[src/rtl/bcd_pkg.sv]
// Shared BCD constants and helpers for the counter controller and its digit cells.
// Pure package: no logic, no latency, no flow control.
package bcd_pkg;

    localparam int             BCD_W          = 4;
    localparam logic [3:0]     BCD_MAX_DIGIT  = 4'd9;
    localparam int             BCD_MAX_DIGITS = 8;

    // Converts a decimal constant to packed BCD, digit 0 in the low nibble.
    function automatic logic [BCD_W*BCD_MAX_DIGITS-1:0] dec_to_bcd(input int unsigned value);
        logic [BCD_W*BCD_MAX_DIGITS-1:0] res;
        int unsigned                     v;
        res = '0;
        v   = value;
        for (int i = 0; i < BCD_MAX_DIGITS; i++) begin
            res[i*BCD_W +: BCD_W] = 4'(v % 10);
            v = v / 10;
        end
        return res;
    endfunction

    function automatic logic [BCD_W-1:0] clamp_nibble(input logic [BCD_W-1:0] n);
        return (n > BCD_MAX_DIGIT) ? BCD_MAX_DIGIT : n;
    endfunction

endpackage

[src/rtl/bcd_digit_cell.sv]
// One BCD digit of the up/down step chain; step_in is carry (up) or borrow (down).
// Purely combinational, no backpressure.
module bcd_digit_cell
    import bcd_pkg::*;
(
    input  logic [BCD_W-1:0] digit_in,
    input  logic             step_in,
    input  logic             up_dn,
    output logic [BCD_W-1:0] digit_out,
    output logic             step_out
);

    always_comb begin
        digit_out = digit_in;
        step_out  = 1'b0;
        if (step_in) begin
            if (up_dn) begin
                if (digit_in >= BCD_MAX_DIGIT) begin
                    digit_out = '0;
                    step_out  = 1'b1;
                end else begin
                    digit_out = digit_in + 4'd1;
                end
            end else begin
                if (digit_in == '0) begin
                    digit_out = BCD_MAX_DIGIT;
                    step_out  = 1'b1;
                end else begin
                    digit_out = digit_in - 4'd1;
                end
            end
        end
    end

endmodule

[src/rtl/bcd_counters_controller_gen.sv]
// Parametrised up/down BCD counter with prescaler, clamped parallel load, wrap and blink strobes.
// Outputs registered: new count, wrap and blink appear one clock after the tick/load edge; no backpressure.
module bcd_counters_controller_gen
    import bcd_pkg::*;
#(
    parameter int DIGITS    = 4,
    parameter int MAX_VALUE = 9675,
    parameter int PRESCALE  = 1
) (
    input  logic                  clk,
    input  logic                  rst,
    input  logic                  ena,
    input  logic                  up_dn,
    input  logic                  load,
    input  logic [4*DIGITS-1:0]   load_data,
    output logic [4*DIGITS-1:0]   Qdata,
    output logic [DIGITS-1:0]     blink,
    output logic                  wrap
);

    localparam int W  = BCD_W * DIGITS;
    localparam int PW = (PRESCALE > 1) ? $clog2(PRESCALE) : 1;
    localparam logic [PW-1:0]                     PRES_LAST = PW'(PRESCALE - 1);
    localparam logic [BCD_W*BCD_MAX_DIGITS-1:0]   MAX_FULL  = dec_to_bcd(MAX_VALUE);
    localparam logic [W-1:0]                      MAX_BCD   = MAX_FULL[W-1:0];

    if (DIGITS < 1 || DIGITS > BCD_MAX_DIGITS) begin : g_bad_digits
        $error("bcd_counters_controller_gen: DIGITS must be 1..8");
    end
    if (MAX_VALUE < 0 || MAX_VALUE >= 10**DIGITS) begin : g_bad_max
        $error("bcd_counters_controller_gen: MAX_VALUE must be < 10**DIGITS");
    end
    if (PRESCALE < 1) begin : g_bad_pres
        $error("bcd_counters_controller_gen: PRESCALE must be >= 1");
    end

    logic [W-1:0]      qdata_q, qdata_d;
    logic [DIGITS-1:0] blink_q, blink_d;
    logic              wrap_q, wrap_d;
    logic [PW-1:0]     pres_cnt_q, pres_cnt_d;

    logic [W-1:0]      step_val;
    logic [DIGITS-1:0] step_chain;
    logic              top_step_unused;
    logic [W-1:0]      load_clamped;
    logic [W-1:0]      load_val;
    logic              tick;
    logic              at_max;
    logic              at_zero;

    // Step chain: digit 0 always steps, higher digits step on carry/borrow.
    assign step_chain[0] = 1'b1;
    for (genvar g = 0; g < DIGITS; g++) begin : g_cell
        if (g < DIGITS - 1) begin : g_mid
            bcd_digit_cell u_cell (
                .digit_in  (qdata_q[g*BCD_W +: BCD_W]),
                .step_in   (step_chain[g]),
                .up_dn     (up_dn),
                .digit_out (step_val[g*BCD_W +: BCD_W]),
                .step_out  (step_chain[g+1])
            );
        end else begin : g_top
            bcd_digit_cell u_cell (
                .digit_in  (qdata_q[g*BCD_W +: BCD_W]),
                .step_in   (step_chain[g]),
                .up_dn     (up_dn),
                .digit_out (step_val[g*BCD_W +: BCD_W]),
                .step_out  (top_step_unused)
            );
        end
    end

    always_comb begin
        load_clamped = '0;
        for (int i = 0; i < DIGITS; i++) begin
            load_clamped[i*BCD_W +: BCD_W] = clamp_nibble(load_data[i*BCD_W +: BCD_W]);
        end
    end

    // With every nibble <= 9, packed BCD orders the same as its decimal value.
    assign load_val = (load_clamped > MAX_BCD) ? MAX_BCD : load_clamped;
    assign tick     = ena && (pres_cnt_q == PRES_LAST);
    assign at_max   = (qdata_q == MAX_BCD);
    assign at_zero  = (qdata_q == '0);

    always_comb begin
        qdata_d    = qdata_q;
        pres_cnt_d = pres_cnt_q;
        wrap_d     = 1'b0;
        if (load) begin
            qdata_d    = load_val;
            pres_cnt_d = '0;
        end else if (ena) begin
            pres_cnt_d = tick ? '0 : pres_cnt_q + 1'b1;
            if (tick) begin
                if (up_dn && at_max) begin
                    qdata_d = '0;
                    wrap_d  = 1'b1;
                end else if (!up_dn && at_zero) begin
                    qdata_d = MAX_BCD;
                    wrap_d  = 1'b1;
                end else begin
                    qdata_d = step_val;
                end
            end
        end
    end

    always_comb begin
        blink_d = '0;
        for (int i = 0; i < DIGITS; i++) begin
            blink_d[i] = (qdata_d[i*BCD_W +: BCD_W] != qdata_q[i*BCD_W +: BCD_W]);
        end
    end

    always_ff @(posedge clk) begin
        if (!rst) begin
            qdata_q    <= '0;
            blink_q    <= '0;
            wrap_q     <= 1'b0;
            pres_cnt_q <= '0;
        end else begin
            qdata_q    <= qdata_d;
            blink_q    <= blink_d;
            wrap_q     <= wrap_d;
            pres_cnt_q <= pres_cnt_d;
        end
    end

    assign Qdata = qdata_q;
    assign blink = blink_q;
    assign wrap  = wrap_q;

endmodule

[config.mk]
export PLATFORM = sky130hd
export DESIGN_NAME = bcd_counters_controller_gen
export DESIGN_NICKNAME = d
export VERILOG_FILES = /design/src/rtl/bcd_pkg.sv /design/src/rtl/bcd_digit_cell.sv /design/src/rtl/bcd_counters_controller_gen.sv
export SDC_FILE = /design/constraint.sdc
export NUM_CORES = 1
export LEC_CHECK = 0
export CORE_UTILIZATION = 60
export DETAILED_ROUTE_END_ITERATION = 8
export PLACE_DENSITY = 0.95
export SLEW_MARGIN = 30
export SYNTH_ARGS = -nofsm -noshare
export SYNTH_HDL_FRONTEND = slang
export SYNTH_HIERARCHICAL = 1
export SYNTH_SLANG_ARGS = --single-unit
[constraint.sdc]
create_clock -name clk -period 8.9 [get_ports clk]
set_input_delay 1.78 -clock clk [delete_from_list [all_inputs] [get_ports clk]]
set_output_delay 1.78 -clock clk [all_outputs]
set_load 0.02 [all_outputs]
# After elaboration in Yosys (flattened, before gate mapping)
# Cells that the tools add are included.
word_totals:
  regBits: 22
  latch_bits: 0
  ramBits: 0
  rom_bits: 0
  input_bits: 21
  out_inout_bits: 21
  word_cells: 81
  memories: 0
op_classes:
  add_sub_neg: 9
  mul: 0
  div_mod_pow: 0
  magnitude_cmp: 9
  n_eq_ne: 5
  shift: 0
  mux: 39
  bitwise: 4
  n_reduce_logical: 11
ops:
  columns: ["operator", "count"]
  rows:
  - ["2-to-1 mux 16 bit", 6]
  - ["2-to-1 mux 4 bit", 19]
  - ["adder 4 x 1 -> 4 bit (second input constant)", 4]
  - ["equality test 16 bit (second input constant)", 1]
  - ["greater-or-equal comparator 4 bit (second input constant)", 4]
  - ["greater-than comparator 16 bit (second input constant)", 1]
  - ["greater-than comparator 4 bit (second input constant)", 4]
  - ["zero test 16 bit", 1]
  - ["zero test 4 bit", 4]
  - ["inequality test 4 bit", 4]
  - ["subtractor 4 x 1 -> 4 bit (second input constant)", 4]
  - ["2-to-1 mux 1 bit", 14]
  - ["inverter 1 bit", 4]
  - ["OR reduction 4 bit", 1]
  - ["logical AND 1 bit", 3]
  - ["OR reduction 2 bit", 1]
  - ["adder 1 bit (second input constant)", 1]
  - ["zero test 1 bit", 1]

# Logic depth before layout (Yosys ltp)
# Gate-level depths: netlist of the first run.
depth:
  word_depth: 12
  depth_mapped: 19
  ltp_nobuf: 16

# Hierarchy
# Netlist of the first run, hierarchy kept.
modules_own_cells:
  columns: ["mod", "n_inst", "cells_per_inst", "area_per_inst_um2", "seq_area_each_um2"]
  rows:
  - ["bcd_counters_controller_gen", 1, 244, 1744.2, 440.4]
  - ["bcd_digit_cell", 4, 38, 290.3, 0.0]

# Worst setup path after synthesis of the first run
# Ideal clock, no wire load.
synth_timing:
  path_type: "input port to flip-flop"
  startpoint: "in up_dn"
  endpoint: "reg blink_q[3] (netlist: blink[3])"
  setup_time_ps: 74
  t_arrival_ps: 3960
  required_time_ps: 8826
  setup_slack_ps: 4865
  path_stages: 16
  n_path_buf: 3
  path_cell_list: "a21boi_2 > nor2_1 > buf_2 > o21ai_0 > nor2_1 > buf_2 > o21ai_0 > nor2_1 > buf_2 > nand2b_1 > a2111oi_0 > a221o_1 > a32oi_1 > o31ai_1 > nor3_1 > a31oi_1"
synth_between:
  elab_chain_len: 10
  elab_cells_between_ends: 16
  cone_classes: "eq/ne: 1; mux: 12; reduce/logical: 3"
synth_rtl:
  columns: ["item", "line", "rtl"]
  rows:
  - ["start: declaration", "bcd_counters_controller_gen.sv:13", "input logic up_dn,"]
  - ["2-to-1 mux 1 bit", "bcd_digit_cell.sv:17", "if (up_dn) begin"]
  - ["named net step_chain[1]", "bcd_counters_controller_gen.sv:43", "logic [DIGITS-1:0] step_chain;"]
  - ["2-to-1 mux 1 bit", "bcd_digit_cell.sv:16", "if (step_in) begin"]
  - ["named net step_chain[2]", "bcd_counters_controller_gen.sv:43", null]
  - ["2-to-1 mux 1 bit", "bcd_digit_cell.sv:16", null]
  - ["named net step_chain[3]", "bcd_counters_controller_gen.sv:43", null]
  - ["2-to-1 mux 4 bit", "bcd_digit_cell.sv:16", null]
  - ["named net step_val[14]", "bcd_counters_controller_gen.sv:42", "logic [W-1:0] step_val;"]
  - ["2-to-1 mux 16 bit", "bcd_counters_controller_gen.sv:99", "end else if (!up_dn && at_zero) begin"]
  - ["2-to-1 mux 16 bit", "bcd_counters_controller_gen.sv:96", "if (up_dn && at_max) begin"]
  - ["2-to-1 mux 16 bit", "bcd_counters_controller_gen.sv:95", "if (tick) begin"]
  - ["2-to-1 mux 16 bit", "bcd_counters_controller_gen.sv:93", "end else if (ena) begin"]
  - ["2-to-1 mux 16 bit", "bcd_counters_controller_gen.sv:90", "if (load) begin"]
  - ["inequality test 4 bit", "bcd_counters_controller_gen.sv:112", "blink_d[i] = (qdata_d[i*BCD_W +: BCD_W] != qdata_q[i*BCD_W +: BCD_W]);"]
  - ["end signal: assignment", "bcd_counters_controller_gen.sv:124", "blink_q <= blink_d;"]
  - ["end: declaration", "bcd_counters_controller_gen.sv:38", "logic [DIGITS-1:0] blink_q, blink_d;"]
# The timed path passes the listed nets, and every way through them passes these cells.
# A chain may end at the register's enable or synchronous reset.

# Worst setup path after layout of the first run
# Ends and elaborated chain as after synthesis.

==> results.py, run 1 <==
metrics = {
    "job": {
        "drv_cap": 0,
    },
    "setup_path": {
        "arrival_ps": 6220,
        "cp_cell_sequence": "clkdlybuf4s50_1, a21boi_2, nor2_1, o21ai_0, nor2_1, o21ai_0, nor2_1, nand2b_1, a2111oi_0, a221o_1, a32oi_1, o31ai_1, nor3_1, a31oi_1",
        "path_common_cell": "nor2_1",
        "crit_path_max_incr_delay_ps": 860,
        "path_max_fanout": 29,
        "critical_path_buf_inv_count": 1,
        "path_class": "input port to flop",
        "cpLargestDelayFamily": "compound AO/OA/AOI/OAI gates",
        "required_ps": 9090,
        "cp_slowest_cell": "clkdlybuf4s50_1",
        "critical_path.endpoint_type": "flop",
        "cp-start-kind": "input port",
        "path_depth": 14,
        "r2r_cells": 16,
    },
    "timing": {
        "hold_viol": 0,
        "finalSetupViolCount": 0,
        "fmax_mhz": 166,
        "fin_tns_setup_ps": 0,
        "clock_skew_ps": 8.23,
        "finalCritPeriodShare": 0.677,
        "rsz0062_at_grt": "false",
        "worst_slew_pin_slew_ps": 869,
        "holdWs_ps": 500,
        "relSlewSlack": 0.421,
        "drv_slew": 0,
        "finalCriticalPeriod_ps": 6030,
    },
    "power": {
        "ir_drop_mv": 0.0805,
        "power_mw": 0.362,
        "power_density_nw_per_um2": 111,
        "p_leak_nw": 1.23,
    },
    "routing": {
        "vias": 3236,
        "postRouteAntennaNets": 0,
        "dr.first_iter.drc_count": 478,
        "firstDrtPassIters": 6,
        "drt-total-wl_microns": 7970,
        "wl_per_cell_microns": 17.0,
        "drc": 0,
        "post_drt_via_cell_ratio": 6.90,
    },
    "floorplanning": {
        "fp.dieW_microns": 71.5,
        "pin_count": 42,
        "die_area_sq_um": 5110,
        "start_util": 0.643,
        "core_sq_um": 4500,
        "die_y_microns": 71.5,
        "rows": 24,
    },
    "min_path": {
        "hp-class": "flop to flop",
        "hold_path_depth": 1,
    },
    "clock_tree": {
        "cts_tree": "done",
        "cts-resized-gates": 0,
        "insertion_delay_ps": 280,
        "h-tree-depth": 1,
        "cts_made_buffers": 3,
        "cts-root-buf": "clkbuf_8",
        "post_cts_buffers": 0,
        "clkTransAtPathRegs_ps": 80,
        "cts.sinks": 22,
        "clk_path_buf_depth": 2,
        "ctsHoldBuffers": 0,
    },
    "layout": {
        "nets": 456,
        "multi_input_area_sq_um": 2200,
        "ff_latch_area_sq_um": 440,
        "syn_to_final_growth_pct": 12.6,
        "fillers": 366,
        "drive_gt1_frac": 0.0791,
        "antenna_cells": 0,
        "fin_area_sq_um": 3260,
    },
    "placed_design": {
        "io_buffers": 41,
        "place_congestion": 0.997,
        "dpl_cell_area_sq_um": 3220,
        "place_hpwl_microns": 5650,
    },
    "synth": {
        "syn-num-nets": 431,
        "synth_area_sq_um": 2900,
        "syn_avg_cell_area_sq_um": 7.35,
        "synthCells": 394,
        "yosys_warnings": 6,
    },
    "grt": {
        "antenna_found_initial": 0,
        "grt_usage": 0.320,
        "grt_remaining_overflow": 0,
        "grt_pass1_vias": 2897,
        "grt_max_degree": 41,
        "grt_pass1_wl_microns": 13200,
    },
    "outcome": {
        "status": "completed",
    },
}
==> where the power goes <==
group / switching (mW) / internal [mW] / total (mW) / leakage, nW
combinational: 0.0880 / 0.0792 / 0.167 / 1.03
clock: 0.0351 / 0.0304 / 0.0655 / 0.0216
sequential: 0.0227 / 0.106 / 0.129 / 0.182
==> worst paths after layout <==
path,startpoint,end,slack [ps]
setup / recovery,up_dn,blink[3],2870
hold / removal,pres_cnt_q,pres_cnt_q,500
setup reg to reg,Qdata[0],blink[3],4330
hold reg to reg,pres_cnt_q,pres_cnt_q,500
==> flip-flops by register name, summed over array words and instances (netlist names) <==
signal      flops
blink           4
pres_cnt_q      1
wrap            1
Qdata          16
==> metal layers <==
layer / up-vias / routed length [microns] / GRT usage
li1: 1523 / - / -
met1: 1465 / 3190 / 0.397
met2: 204 / 3780 / 0.556
met3: 44 / 715 / 0.0478
met4: 0 / 289 / 0.133
met5: - / 0 / 0
==> layout by cell type (no fill, tap or decap), types with 4 or more instances in the layout <==
master / instances
a21boi_2: 4
ha_1: 16
nand3_1: 19
and2b_2: 4
nand2b_1: 7
clkdlybuf4s50_1: 41
a21o_1: 4
mux2i_1: 6
nor3_1: 6
xnor2_1: 4
nor2_1: 39
nand2_1: 34
or3b_4: 4
o21bai_1: 4
o32ai_1: 4
o211ai_1: 4
a31oi_1: 8
nand3b_1: 4
o31ai_1: 5
o21ai_0: 18
inv_1: 24
a2111oi_0: 10
or4b_1: 4
or2_2: 4
nor4b_1: 7
nor2b_1: 6
a311o_1: 4
o22ai_1: 4
a221o_1: 5
nor3b_1: 5
a21oi_1: 29
a31o_2: 8
dfxtp_1: 22
==> metrics by stage <==
step                      std cells  utilization  setup WS, ps
after floorplan                 394            -          4870
after global placement          466        0.715          3000
after detailed placement        466        0.715          2740
after CTS                       469        0.724          3040
after global routing            469        0.724          2470
final                           469        0.724          2870
==> final cells by class <==
class,count,area share
multi-input combinational,325,0.675
inverter,25,0.0288
tap,52,0.0199
timing repair buffer,42,0.128
sequential,22,0.135
clock buffer,3,0.0127
Note: power is estimated with default switching activity, not from simulation.
==> inputs of run 2 (changes only) <==
- CORE_UTILIZATION: 60 -> 56
- PLACE_DENSITY: 0.95 -> 0.93
- clock period: 8.9 -> 6.28 ns (I/O delays scaled with it)
==> results.py, run 2 (synthesis gave the netlist of run 1 again) <==
metrics = {
    "clock_tree": {
        "post_cts_buffers": 0,
        "cts_made_buffers": 3,
        "h-tree-depth": 1,
        "cts_tree": "done",
        "clk_path_buf_depth": 2,
        "cts.sinks": 22,
        "cts-root-buf": "clkbuf_8",
        "ctsHoldBuffers": 0,
        "insertion_delay_ps": 270,
        "clkTransAtPathRegs_ps": 80,
        "cts-resized-gates": 0,
    },
    "routing": {
        "drt-total-wl_microns": 8000,
        "postRouteAntennaNets": 0,
        "post_drt_via_cell_ratio": 6.69,
        "dr.first_iter.drc_count": 319,
        "firstDrtPassIters": 5,
        "wl_per_cell_microns": 16.5,
        "vias": 3253,
        "drc": 0,
    },
    "layout": {
        "finalNonFillerCells": 486,
        "fin_area_sq_um": 3300,
        "final_common_cell": "clkdlybuf4s50_1",
        "largest_reg_flops": 16,
        "fillers": 429,
        "mostFrequentLayoutCells": "clkdlybuf4s50_1, nor2_1, nand2_1",
        "nets": 458,
        "syn_to_final_growth_pct": 13.8,
        "final_util": 0.680,
        "drive_gt1_frac": 0.0835,
        "antenna_cells": 0,
    },
    "timing": {
        "fmax_mhz": 195,
        "drv_slew": 0,
        "finalSetupViolCount": 0,
        "finalCriticalPeriod_ps": 5130,
        "relSlewSlack": 0.457,
        "hold_viol": 0,
        "rsz0062_at_grt": "false",
        "finalCritPeriodShare": 0.817,
        "fin_tns_setup_ps": 0,
        "worst_slew_pin_slew_ps": 813,
        "fin_ws_ps": 1150,
        "clock_skew_ps": 7.30,
        "holdWs_ps": 502,
    },
    "setup_path": {
        "cp-start-kind": "input port",
        "r2r_slack_ps": 1660,
        "arrival_ps": 5320,
        "path_max_fanout": 29,
        "critical_path.endpoint_type": "flop",
        "critical_path_buf_inv_count": 2,
        "cp_cell_sequence": "clkdlybuf4s50_1, buf_4, a21boi_2, nor2_1, o21ai_0, nor2_1, o21ai_0, nor2_1, nand2b_1, a2111oi_0, a221o_1, a32oi_1, o31ai_1, nor3_1, a31oi_1",
        "required_ps": 6460,
        "cpLargestDelayFamily": "compound AO/OA/AOI/OAI gates",
        "r2r-start": "Qdata[0]",
        "r2r_cells": 16,
        "path_class": "input port to flop",
        "crit_path_max_incr_delay_ps": 510,
        "path_common_cell": "nor2_1",
        "cp_slowest_cell": "nor2_1",
        "r2r-end": "blink[3]",
    },
    "grt": {
        "grt_remaining_overflow": 0,
        "met2_usage": 0.527,
        "met3_usage": 0.0521,
        "gr-usage-met1": 0.380,
        "grt-busiest-layer": "met2",
        "grt_pass1_vias": 3045,
        "antenna_found_initial": 0,
        "grt_pass1_wl_microns": 13400,
        "grt_max_degree": 30,
        "grt_usage": 0.312,
    },
    "floorplanning": {
        "core_sq_um": 4850,
        "die_area_sq_um": 5460,
        "pin_count": 42,
        "die_y_microns": 73.9,
        "start_util": 0.597,
        "fp.dieW_microns": 73.9,
        "rows": 25,
    },
    "power": {
        "switching_power_mw": 0.203,
        "internal_power_mw": 0.306,
        "power_mw": 0.510,
        "pwr-share-clk": 0.176,
        "comb_power_share": 0.466,
        "power_density_nw_per_um2": 155,
        "switching_share": 0.399,
        "seqPwrFrac": 0.358,
        "p_leak_nw": 1.24,
        "ir_drop_mv": 0.110,
    },
    "min_path": {
        "hold_path_depth": 1,
        "hold_end": "pres_cnt_q",
        "hp-start": "pres_cnt_q",
        "hp-class": "flop to flop",
    },
    "placed_design": {
        "dp.cells": 483,
        "place_hpwl_microns": 5800,
        "io_buffers": 41,
        "place_congestion": 0.982,
        "dpl_cell_area_sq_um": 3250,
        "post-place-ws_ps": 1010,
    },
    "job": {
        "drv_cap": 0,
    },
    "outcome": {
        "status": "completed",
    },
}
## run 2: cell count changes in the layout (fill, tap and decap cells not counted), sizes merged
cell / change
buf: +2
## run 2: layout make-up
cell class                      instances  area [sq um]  area share
Tap cell                               67          83.8      0.0254
Clock buffer                            3          41.3      0.0125
Multi-Input combinational cell        325          2200       0.669
Timing Repair Buffer                   44           433       0.131
Inverter                               25          93.8      0.0285
Sequential cell                        22           440       0.134
## run 2: how the worst max path moves through the flow
stage	slack [ps]	depth (start not counted)	start	to
after detailed placement	1010	15	up_dn	blink[3]
after CTS	1270	15	up_dn	blink[3]
after floorplan	2780	16	up_dn	blink[3]
after global routing	740	15	up_dn	blink[3]
after global placement	1310	15	up_dn	blink[3]
final	1150	15	up_dn	blink[3]
## run 2: layer usage
metal	share of wire	routed length, microns
met5	0	0
met4	0.028	221
met2	0.49	3880
met3	0.091	730
met1	0.40	3160
## run 2: power groups by stage
stage               Sequential [mW]  Combinational (mW)  Clock [mW]
detailed placement            0.185               0.232           0
CTS                           0.182               0.233      0.0945
finish                        0.183               0.237      0.0897
global route                  0.186               0.260      0.0968
global placement              0.184               0.226           0
floorplan                     0.185               0.163           0
==> inputs of run 3 (changes only) <==
- CORE_UTILIZATION: 56 -> 51
- PLACE_DENSITY: 0.93 -> 0.9
- clock period: 6.28 -> 4.55 ns (I/O delays scaled with it)
==> results.py, run 3 (synthesis gave the netlist of run 1 again) <==
metrics = {
    "timing": {
        "rsz0062_at_grt": "false",
        "fmax_mhz": 259,
        "worst_slew_pin_slew_ps": 701,
        "finalCritPeriodShare": 0.849,
        "drv_slew": 0,
        "fin_tns_setup_ps": 0,
        "hold_viol": 0,
        "finalSetupViolCount": 0,
        "finalCriticalPeriod_ps": 3860,
        "relSlewSlack": 0.532,
        "clock_skew_ps": 3.67,
    },
    "clock_tree": {
        "cts-root-buf": "clkbuf_8",
        "cts_tree": "done",
        "cts-resized-gates": 0,
        "cts.sinks": 22,
        "h-tree-depth": 1,
        "post_cts_buffers": 0,
        "insertion_delay_ps": 270,
        "clkTransAtPathRegs_ps": 80,
        "clk_path_buf_depth": 2,
        "cts_made_buffers": 3,
        "ctsHoldBuffers": 0,
    },
    "routing": {
        "postRouteAntennaNets": 0,
        "drt-total-wl_microns": 8340,
        "wl_per_cell_microns": 16.7,
        "dr.first_iter.drc_count": 435,
        "post_drt_via_cell_ratio": 6.51,
        "firstDrtPassIters": 5,
        "drc": 0,
        "vias": 3241,
    },
    "floorplanning": {
        "rows": 27,
        "fp.dieW_microns": 77.4,
        "start_util": 0.526,
        "die_y_microns": 77.4,
        "die_area_sq_um": 5980,
        "pin_count": 42,
        "core_sq_um": 5510,
    },
    "placed_design": {
        "place_congestion": 0.957,
        "place_hpwl_microns": 6290,
        "io_buffers": 41,
    },
    "power": {
        "internal_power_mw": 0.428,
        "pwr-share-clk": 0.173,
        "p_leak_nw": 1.28,
        "ir_drop_mv": 0.136,
        "comb_power_share": 0.484,
        "switching_share": 0.402,
        "seqPwrFrac": 0.343,
        "switching_power_mw": 0.288,
        "power_density_nw_per_um2": 214,
    },
    "grt": {
        "antenna_found_initial": 0,
        "grt_usage": 0.274,
        "grt_pass1_wl_microns": 13500,
        "grt_max_degree": 40,
        "grt_remaining_overflow": 0,
        "grt_pass1_vias": 2876,
    },
    "setup_path": {
        "critical_path.endpoint_type": "flop",
        "path_class": "input port to flop",
        "arrival_ps": 4050,
        "r2r_slack_ps": 960,
        "required_ps": 4740,
        "cp-start-kind": "input port",
        "path_max_fanout": 17,
    },
    "layout": {
        "largest_reg_flops": 16,
        "multi_input_area_sq_um": 2200,
        "drive_gt1_frac": 0.0986,
        "mostFrequentLayoutCells": "clkdlybuf4s50_1, nor2_1, nand2_1",
        "fillers": 487,
        "ff_latch_area_sq_um": 440,
        "nets": 465,
        "final_util": 0.609,
        "final_common_cell": "clkdlybuf4s50_1",
        "syn_to_final_growth_pct": 15.8,
        "antenna_cells": 0,
    },
    "job": {
        "drv_cap": 0,
    },
    "outcome": {
        "status": "completed",
    },
    "min_path": {
        "hp-class": "flop to flop",
    },
}
-- run 3: changes by cell type in the layout (fill, tap and decap cells not counted) --
cell   delta
buf_4     +7
-- run 3: worst paths after layout --
path,cells past startpoint,from,end
setup / recovery,16,up_dn,blink[3]
setup reg to reg,15,Qdata[4],blink[3]
hold reg to reg,1,pres_cnt_q,pres_cnt_q
hold / removal,1,pres_cnt_q,pres_cnt_q
-- run 3: cell type report --
| cell class | instances | share of cell area |
|---|---|---|
| inverter | 25 | 0.0280 |
| clock buffer | 3 | 0.0123 |
| tap | 72 | 0.0269 |
| timing repair buffer | 51 | 0.145 |
| multi-input combinational | 325 | 0.657 |
| sequential | 22 | 0.131 |
-- run 3: metrics by stage --
stage / cell area, sq um / hold WS, ps / setup WS [ps] / power (mW) / instances
2_1_floorplan: 2900 / 468 / 1130 / 0.480 / 394
3_3_place_gp: 3310 / 478 / 589 / 0.576 / 495
3_5_place_dp: 3310 / 491 / 454 / 0.588 / 495
4_1_cts: 3350 / 501 / 729 / 0.709 / 498
5_1_grt: 3350 / 513 / 336 / 0.756 / 498
6_report: 3350 / 496 / 686 / 0.716 / 498
-- run 3: worst max-delay path, cell delays in order --
cell,delay [ps]
clkdlybuf4s50_1,500
buf_4,210
o21ai_0,100
nor2_1,120
o21ai_0,90
nor2_1,90
buf_4,170
o21ai_0,90
nor2_1,420
nand2b_1,160
a2111oi_0,370
a221o_1,230
a32oi_1,120
o31ai_1,230
nor3_1,80
a31oi_1,150
-- run 3: routing by layer --
layer  GRT usage  wire length [microns]  part of all wire  vias to the layer above
met2       0.452                   3890              0.47                      159
met4       0.109                    208             0.025                        0
li1            -                      -                 -                     1545
met3      0.0271                    733             0.088                       25
met1       0.363                   3510              0.42                     1512
met5           0                      0                 0                        -
-- run 3: power by group through the flow --
stage | Sequential [mW] | Clock, mW | Combinational, mW
after floorplan | 0.255 | 0 | 0.225
after global placement | 0.248 | 0 | 0.328
after detailed placement | 0.249 | 0 | 0.339
after CTS | 0.244 | 0.123 | 0.341
after global routing | 0.249 | 0.132 | 0.375
final | 0.245 | 0.124 | 0.347
